==> config.mk <==
export PLATFORM = sky130hd
export DESIGN_NAME = traffic_light_monitor
export DESIGN_NICKNAME = d
export VERILOG_FILES = /design/src/rtl/traffic_light_monitor.sv
export SDC_FILE = /design/constraint.sdc
export NUM_CORES = 1
export LEC_CHECK = 0
export CAP_MARGIN = 20
export CORE_MARGIN = 4
export CORE_UTILIZATION = 44
export DETAILED_ROUTE_END_ITERATION = 12
export PLACE_DENSITY = 0.74
export SLEW_MARGIN = 25
export SYNTH_ARGS = -nofsm -noshare
export SYNTH_HDL_FRONTEND = slang
export SYNTH_SLANG_ARGS = --single-unit
==> constraint.sdc <==
create_clock -name clk -period 2.63 [get_ports clk]
set_input_delay 0.789 -clock clk [delete_from_list [all_inputs] [get_ports clk]]
set_output_delay 0.789 -clock clk [all_outputs]
set_load 0.05 [all_outputs]
==> src/rtl/traffic_light_monitor.sv <==
// rtl/traffic_light_monitor.sv - checks a two-way signal controller's lamp sequence and phase timing
module traffic_light_monitor (
  input  logic       clk,
  input  logic       rst,
  input  logic       G1,
  input  logic       Y1,
  input  logic       R1,
  input  logic       G2,
  input  logic       Y2,
  input  logic       R2,
  input  logic [5:0] Tgreen,
  input  logic [5:0] Tyellow,
  input  logic       clr_err,
  output logic [1:0] phase,
  output logic [7:0] phase_len,
  output logic [1:0] len_phase,
  output logic       len_valid,
  output logic       err_timing,
  output logic       err_seq,
  output logic       err_illegal,
  output logic       locked,
  output logic [7:0] cycles_done
);

  typedef enum logic [1:0] {IDLE, TRACK, FAULT} state_t;

  localparam logic [2:0] DEC_OFF = 3'd4;
  localparam logic [2:0] DEC_ILL = 3'd5;

  state_t     state;
  logic [5:0] lights;
  logic [5:0] lights_q;
  logic [7:0] run;
  logic [2:0] dec;
  logic       change;
  logic       illegal;
  logic       track_edge;
  logic [1:0] succ;
  logic [7:0] exp_len;
  logic       set_timing;
  logic       set_seq;

  assign lights = {G1, Y1, R1, G2, Y2, R2};

  // Decodes 0..3 are phase indices so dec[1:0] compares directly against phase.
  always_comb begin
    dec = DEC_ILL;
    case (lights)
      6'b100001: dec = 3'd0;
      6'b010001: dec = 3'd1;
      6'b001100: dec = 3'd2;
      6'b001010: dec = 3'd3;
      6'b000000: dec = DEC_OFF;
      default:   dec = DEC_ILL;
    endcase
  end

  assign change     = (lights != lights_q);
  assign illegal    = (dec == DEC_ILL);
  assign succ       = phase + 2'd1;
  assign exp_len    = phase[0] ? {2'b00, Tyellow} : {2'b00, Tgreen};
  assign track_edge = (state == TRACK) && change && !illegal;
  assign set_timing = track_edge && (run != exp_len);
  assign set_seq    = track_edge && (dec != {1'b0, succ});

  always_ff @(posedge clk or posedge rst) begin
    if (rst) begin
      state       <= IDLE;
      lights_q    <= 6'b000000;
      run         <= 8'd0;
      phase       <= 2'd0;
      phase_len   <= 8'd0;
      len_phase   <= 2'd0;
      len_valid   <= 1'b0;
      err_timing  <= 1'b0;
      err_seq     <= 1'b0;
      err_illegal <= 1'b0;
      locked      <= 1'b0;
      cycles_done <= 8'd0;
    end else begin
      lights_q <= lights;
      if (change)
        run <= 8'd1;
      else if (run != 8'hff)
        run <= run + 8'd1;
      len_valid <= 1'b0;

      // A flag detected on the clearing edge survives the clear.
      err_timing  <= set_timing | (err_timing & ~clr_err);
      err_seq     <= set_seq | (err_seq & ~clr_err);
      err_illegal <= illegal | (err_illegal & ~clr_err);

      if (illegal) begin
        state  <= FAULT;
        locked <= 1'b0;
      end else begin
        case (state)
          IDLE: begin
            if (change && dec == 3'd0) begin
              state  <= TRACK;
              phase  <= 2'd0;
              locked <= 1'b1;
            end
          end
          TRACK: begin
            if (change) begin
              phase_len <= run;
              len_phase <= phase;
              len_valid <= 1'b1;
              if (set_seq) begin
                state  <= IDLE;
                locked <= 1'b0;
              end else begin
                phase <= succ;
                if (phase == 2'd3)
                  cycles_done <= cycles_done + 8'd1;
              end
            end
          end
          FAULT: begin
            if (clr_err)
              state <= IDLE;
          end
          default: begin
            state  <= IDLE;
            locked <= 1'b0;
          end
        endcase
      end
    end
  end

endmodule

Word level (Yosys, flattened, before mapping)
Index checks and enable logic that the tools add are counted.
Operators by class
  add/sub/neg operators: 3
  reduce and logical (&&, ||, !) cells: 16
  eq/ne operators: 20
  bitwise operators: 9
  muxes and demuxes: 22
Operators with widths (number)
  adder 8 x 1 -> 8 bit, second input constant: 2
  2-to-1 mux 2 bit: 8
  2-to-1 mux 8 bit: 2
  case mux 3 bit (5 select lines): 1
  == test 6 x 4 -> 1 bit, second input constant: 2
  != test 3 bit, second input constant: 4
  AND reduction 5 bit: 2
  != test 2 bit, second input constant: 4
  != test 8 x 6 -> 1 bit: 1
  != test 8 bit, second input constant: 1
  AND reduction 4 bit: 2
  2-to-1 mux 1 bit: 7
  == test 6 x 5 -> 1 bit, second input constant: 1
  == test 6 bit, second input constant: 1
  zero test 6 bit: 1
  2-to-1 mux 6 bit: 1
  != test 6 bit: 1
  case mux 2 bit (3 select lines): 1
  logical AND 1 bit: 5
  == test 2 bit, second input constant: 2
  case mux 2 bit (2 select lines): 1
  nonzero test 2 bit: 2
  AND 1 bit: 3
  == test 3 bit, second input constant: 1
  10 further kinds: 14
Word-level totals
  output and inout port bits: 25
  register bits: 41
  input port bits: 21
  word-level logic and storage cells: 82

Longest topological paths before layout
Gate-level depths: netlist of the first run.
  word-level depth: 10
  mapped depth: 8
  mapped depth without buffers: 7

Least setup slack after synthesis of the first run
No wires, ideal clock.
  path type: input -> register
  start point: input port Y1
  end point: register cycles_done[4]
  library setup time: 142 ps
  data required time: 2488 ps
  stages: 8
  slack: 126 ps
  buffers on the path: 2
  data arrival time: 2362 ps
  path through: buf_2 nor4b_4 and3_1 o21bai_1 or2_1 buf_6 or3_4 xnor2_2
On the way
  cells in the longest elaborated chain, start to end: 8
  elaborated cells on any way between the ends: 16
  those cells by class: 7 x eq/ne; 1 x mux; 2 x bitwise; 6 x reduce/logical
Ends and longest elaborated chain
  start: declaration: RTL line 6  | input logic Y1,
  == test 6 x 4 -> 1 bit, or another cell as far along: RTL line 48  | case (lights)
  case mux 3 bit (5 select lines): RTL line 48
  == test 3 bit: RTL line 59  | assign illegal = (dec == DEC_ILL);
  zero test 1 bit: RTL line 62  | assign track_edge = (state == TRACK) && change && !illegal;
  logical AND 1 bit: RTL line 62
  logical AND 1 bit: RTL line 64  | assign set_seq = track_edge && (dec != {1'b0, succ});
  inverter 1 bit (no line)
  AND reduction 5 bit (no line) (*)
  end signal: assignment: RTL line 116  | cycles_done <= cycles_done + 8'd1;
  end: declaration: RTL line 22  | output logic [7:0] cycles_done
Mark *: on every way between the ends. The rest lies on a longest branch, timed or not.
A chain may end at the register's enable or synchronous reset.

Final worst setup path of the first run
  start point: input port Y2
  end point: register cycles_done[4]
On the way
  cells in the longest elaborated chain, start to end: 8
  elaborated cells on any way between the ends: 16
  those cells by class: 7 x eq/ne; 1 x mux; 2 x bitwise; 6 x reduce/logical
Ends and longest elaborated chain
  start: declaration: RTL line 9  | input logic Y2,
  == test 6 x 4 -> 1 bit, or another cell as far along: RTL line 48
  case mux 3 bit (5 select lines): RTL line 48
  == test 3 bit: RTL line 59
  zero test 1 bit: RTL line 62
  logical AND 1 bit: RTL line 62
  logical AND 1 bit: RTL line 64
  inverter 1 bit (no line)
  AND reduction 5 bit (no line) (*)
Marked as above.

==> flow_summary.yaml, run 1 <==
power_and_ir_drop:
  cellPowerDensity_nw_per_um2: 414.3
  vdd_ir_drop_max_mv: 0.2333
  leakagePower_uw: 0.001305
route:
  drt_iter0_markers: 116
  drt_wl_total_um: 4741
  wl_met3_um: 225
  ant_nets: 0
  drt_pre_antenna_iters: 4
  top_layer_used: "met4"
  route.detailed.drc: 0
  wl_met2_um: 2315
  post_drt_wl_per_cell_um: 14.24
  vias_per_cell: 5.231
  met1_length_um: 2126
  dr_total_vias: 1742
synth:
  synth-edff-count: 0
  syn_area_per_cell_um2: 11.07
  ys_seq_area_share_pct: 47.79
  synth-seq-cells: 41
  ys.flop_type: "dfrtp_1"
  syn-cell-area_um2: 2147
  syn-num-nets: 218
  synth_cell_types: 47
  ys_async_sr_fraction_pct: 100.0
  syn-instance-count: 194
  synth_warnings: 0
clock_tree:
  cts_sinks: 41
  cts_max_level: 2
  cts_buffers: 5
  cts_root_buffer: "clkbuf_8"
  cts.reportedPaths.clkPinSlew_ps: 70
  clkLatencyLatePin_ps: 290
  clockBufferDepth: 2
  cts_hold_buffers: 0
  tritoncts: "done"
place:
  place_ws_ps: -342.7
  dpl.hpwl_um: 3438
  place_inst: 325
  io_buffers: 45
  place_area_um2: 2829
  place.gp.congestion: 0.8446
worst_setup_path:
  reg2reg_depth: 6
  required_ps: 2800
  critPathKind: "input pin to flop"
  reg2reg_to: "cycles_done[4]"
  critPathLaunchType: "input pin"
  endpoint_kind: "flop"
  rrSetupSlack_ps: 620
  worst_ep_arrival_time_ps: 2770
  path_max_fanout: 5
  startpoint: "Y2"
  r2r_start: "phase[1]"
die:
  die_w_um: 77.86
  die_area_um2: 6061
  start_util_pct: 45.46
  io_pins: 46
  rows: 25
  die_h_um: 77.86
  core_area_um2: 4723
min_path:
  min_to: "cycles_done[7]"
  hold_class: "flop to flop"
  min_from: "cycles_done[7]"
  holdPathStages: 1
finish:
  n_antenna_cell: 0
  fin_cells: 333
  layout_common_cells: "clkdlybuf4s50_1, dfrtp_1, buf_4, xor2_1, nor2_1"
  fin_nets: 290
  final_common_cell: "clkdlybuf4s50_1"
  area_delta_synth_final_pct: 40.21
  final_area_um2: 3010
  drive_gt1_share_pct: 26.32
sta:
  fin_ws_ps: 33.01
  setup_tns_ps: 0
  finalHoldViolations: 0
  skew_ps: 8.361
  setup_violations: 0
  fin_crit_sh_pct: 98.75
  max_slew_margin_pct: 65.63
  post-route-min-period_ps: 2597
  tightest_slew_ps: 513.9
  clock.fmax_mhz: 385.1
  maxSlewViolCount: 0
grt:
  gr-usage-all-layers_pct: 16.68
  antenna_found_initial: 0
  gr-total-overflow: 0
  grt_max_degree: 42
  grt_pass1_vias: 1708
  grt_pass1_wl_um: 8079
job:
  drv_cap: 0
run_status:
  status: "completed"
-- per-layer routing --
layer / GRT usage (%) / vias to the layer above
met5: 0 / -
met4: 5.160 / 0
met3: 3.364 / 8
met2: 25.26 / 55
met1: 23.93 / 848
li1: - / 831
-- area by class of cell --
class	count	area (um2)
timing repair buffer	73	663.1
sequential	41	1026
multi-input combinational	138	1107
clock buffer	5	68.82
clock inverter	2	35.03
fill	369	1713
tap	67	83.83
inverter	7	26.28
-- registers in the layout, summed over array words and instances (netlist names) --
register,flops
err_seq,1
len_phase,2
run,8
err_illegal,1
lights_q,6
phase_len,8
len_valid,1
phase,2
cycles_done,8
locked,1
err_timing,1
state,2
-- synthesized netlist by cell type (2+ instances only) --
master    instances  area, um2
a21oi_1           6      30.03
a31oi_1           2      12.51
and3_1            4      25.02
buf_2             3      15.01
buf_6             2      22.52
clkbuf_1          2      7.510
dfrtp_1          41       1026
ha_1              3      37.54
inv_1             7      26.28
mux2_2           10      112.6
mux2i_1           7      70.07
nand2_1           7      26.28
nand2b_1          3      18.77
nand3_1           5      25.02
nand4_1           9      56.30
nor2_1           14      52.55
nor3_1            3      15.01
nor4_1            5      31.28
o21a_1            3      22.52
o21ai_0           7      35.03
xnor2_1          12      105.1
xor2_1           14      122.6
-- timing repair --
| action | in CTS | in global routing |
|---|---|---|
| pin swaps | 0 | 3 |
| endpoints found under the hold margin | 0 | 0 |
| resized for setup | 5 | 12 |
| setup buffers | 0 | 1 |
| setup endpoints to repair | 11 | 18 |
-- cell families (layout without fill, tap and decap cells) --
group | after synthesis | count (layout) | synth area share, %
XOR/XNOR | 27 | 27 | 11.36
buffers and inverters | 15 | 87 | 3.672
adder cells (fa/ha/maj) | 3 | 3 | 1.748
multiplexers | 18 | 18 | 9.207
flip-flops | 41 | 41 | 47.79
AND/OR/NAND/NOR | 64 | 64 | 18.18
AO/OA/AOI/OAI | 26 | 26 | 8.042
-- worst max-delay path, cell delays in order --
cell             delay (ps)
clkdlybuf4s50_1         470
buf_4                   140
xor2_1                  240
and3_4                  230
o21bai_1                100
or2_4                   280
or3_4                   390
xnor2_2                 130
-- per-stage QoR --
stage | utilization (%) | power (uW) | hold WS, ps
global route | 63.74 | 1299 | 524.9
global placement | 59.89 | 768.1 | 460.0
finish | 63.74 | 1247 | 475.0
detailed placement | 59.89 | 770.8 | 465.2
CTS | 62.41 | 1254 | 476.8
floorplan | - | 707.2 | 536.2
-- where the power goes --
part	internal (uW)	total (uW)	switching, uW
logic	64.5	122	57.7
clock network	276	485	209
registers	636	640	3.56
-- how the worst max path moves through the flow --
| stage | to | slack (ps) | cells after the start |
|---|---|---|---|
| final | cycles_done[4] | 30 | 8 |
| after global routing | cycles_done[4] | -30 | 8 |
| after CTS | cycles_done[1] | 7 | 9 |
| after detailed placement | cycles_done[1] | -340 | 8 |
| after global placement | cycles_done[1] | -310 | 8 |
| after floorplan | cycles_done[4] | 130 | 8 |
Power figures use the tool's default switching activity.
==> run 2: changes to the inputs <==
- CORE_ASPECT_RATIO: default -> 2
- GPL_ROUTABILITY_DRIVEN: default -> 0
==> run 2 against run 1 <==
Sequential share of layout area down 0.11 points. Cell area up 0.33%. Worst setup slack worse by 11 ps. Flip-flop and latch count unchanged. Non-clock buffer count up 2. Die area up 1.1%. First-iteration DRC count down 72%. Register-to-register slack better by 50 ps.
==> flow_summary.yaml, run 2 (same netlist as run 1, synthesis figures left out) <==
run_status:
  status: "completed"
route:
  drt_pre_antenna_iters: 4
  dr_total_vias: 1752
  drt_iter0_markers: 32
  post_drt_wl_per_cell_um: 15.79
  ant_nets: 0
  drt_wl_total_um: 5115
  route.detailed.drc: 0
  vias_per_cell: 5.407
grt:
  grt_pass1_vias: 1875
  grt_max_degree: 42
  grt_pass1_wl_um: 8376
  antenna_found_initial: 0
  gr-usage-all-layers_pct: 17.56
  gr-total-overflow: 0
job:
  drv_cap: 0
place:
  place_ws_ps: -402.9
  io_buffers: 45
  place_area_um2: 2829
  dpl.hpwl_um: 3904
  place_inst: 315
worst_setup_path:
  reg2reg_to: "cycles_done[4]"
  required_ps: 2810
  endpoint_kind: "flop"
  worst_ep_arrival_time_ps: 2790
  r2r_start: "phase[1]"
  reg2reg_depth: 6
  path_max_fanout: 8
  critPathLaunchType: "input pin"
  rrSetupSlack_ps: 670
  critPathKind: "input pin to flop"
finish:
  fin_cells: 324
  drive_gt1_share_pct: 26.39
  final_area_um2: 3020
  regArea_um2: 1026
  top_regs: "cycles_done (8), phase_len (8), run (8)"
  nFillCells: 368
  layout_common_cells: "dfrtp_1, clkdlybuf4s50_1, buf_4, xor2_1, nor2_1"
  area_delta_synth_final_pct: 40.68
  final_common_cell: "dfrtp_1"
  n_antenna_cell: 0
  multi_input_area_um2: 1091
  fin_nets: 292
die:
  start_util_pct: 45.82
  rows: 35
  die_area_um2: 6129
  io_pins: 46
  die_w_um: 57.40
  die_h_um: 106.8
  core_area_um2: 4686
sta:
  finalHoldViolations: 0
  post-route-min-period_ps: 2608
  skew_ps: 5.810
  setup_violations: 0
  tightest_slew_ps: 523.9
  hold_ws_ps: 484.4
  maxSlewViolCount: 0
  fin_crit_sh_pct: 99.18
  max_slew_margin_pct: 65.07
  fin_ws_ps: 21.65
  clock.fmax_mhz: 383.4
clock_tree:
  clockBufferDepth: 2
  cts.reportedPaths.clkPinSlew_ps: 80
  cts_max_level: 2
  clkLatencyLatePin_ps: 290
  cts_buffers: 5
  cts_hold_buffers: 0
  cts_sinks: 41
  cts_root_buffer: "clkbuf_8"
  cts_setup_buffers: 0
  tritoncts: "done"
power_and_ir_drop:
  cellPowerDensity_nw_per_um2: 406.0
  leakagePower_uw: 0.001350
  total_power_uw: 1226
  vdd_ir_drop_max_mv: 0.2827
min_path:
  min_to: "cycles_done[7]"
  min_from: "cycles_done[7]"
  hold_class: "flop to flop"
  holdPathStages: 1
[run 2: area by class of cell]
class	instances	area share, %
Multi-Input combinational cell	138	36.12
Clock buffer	7	3.190
Inverter	7	0.8699
Tap cell	55	2.278
Timing Repair Buffer	75	23.41
Sequential cell	41	33.97
Clock inverter	1	0.1657
[run 2: timing repair]
item	in CTS	in global routing
gates resized for setup	5	14
gates cloned	0	1
pin swaps	0	5
setup endpoints to repair	15	17
[run 2: worst max-delay path: stages]
cell and delay (ps):
clkdlybuf4s50_1 410, buf_4 180, nor4b_4 290, and3_4 250, o21bai_2 90, or2_4 270
or3_4 380, xnor2_2 130
[run 2: worst max-delay path by stage]
stage / start / endpoint / depth (start not counted)
global route: G1 / phase[0] / 10
finish: G1 / cycles_done[4] / 8
global placement: R2 / cycles_done[1] / 8
floorplan: Y1 / cycles_done[4] / 8
detailed placement: R2 / cycles_done[4] / 7
CTS: Y1 / cycles_done[4] / 8
[run 2: metrics by stage]
step | TNS, ps | util, %
CTS | -1.416 | 62.78
global placement | -6493 | 60.37
detailed placement | -7065 | 60.37
finish | 0 | 64.46
global route | -118.7 | 64.46
floorplan | 0 | -
[run 2: routing by layer]
| layer | routed length [um] | part of all wire, % | vias to the layer above | GRT usage, % |
|---|---|---|---|---|
| met3 | 193 | 3.8 | 11 | 3.133 |
| met1 | 1821 | 36 | 867 | 18.03 |
| li1 | - | - | 831 | - |
| met5 | 0 | 0 | - | 0 |
| met2 | 2979 | 58 | 43 | 33.01 |
| met4 | 121 | 2.4 | 0 | 7.794 |
[run 2: report_power, final]
part	total [uW]	internal [uW]	switching, uW
Sequential	639	636	3.30
Clock	460	237	222
Combinational	127	66.7	60.5
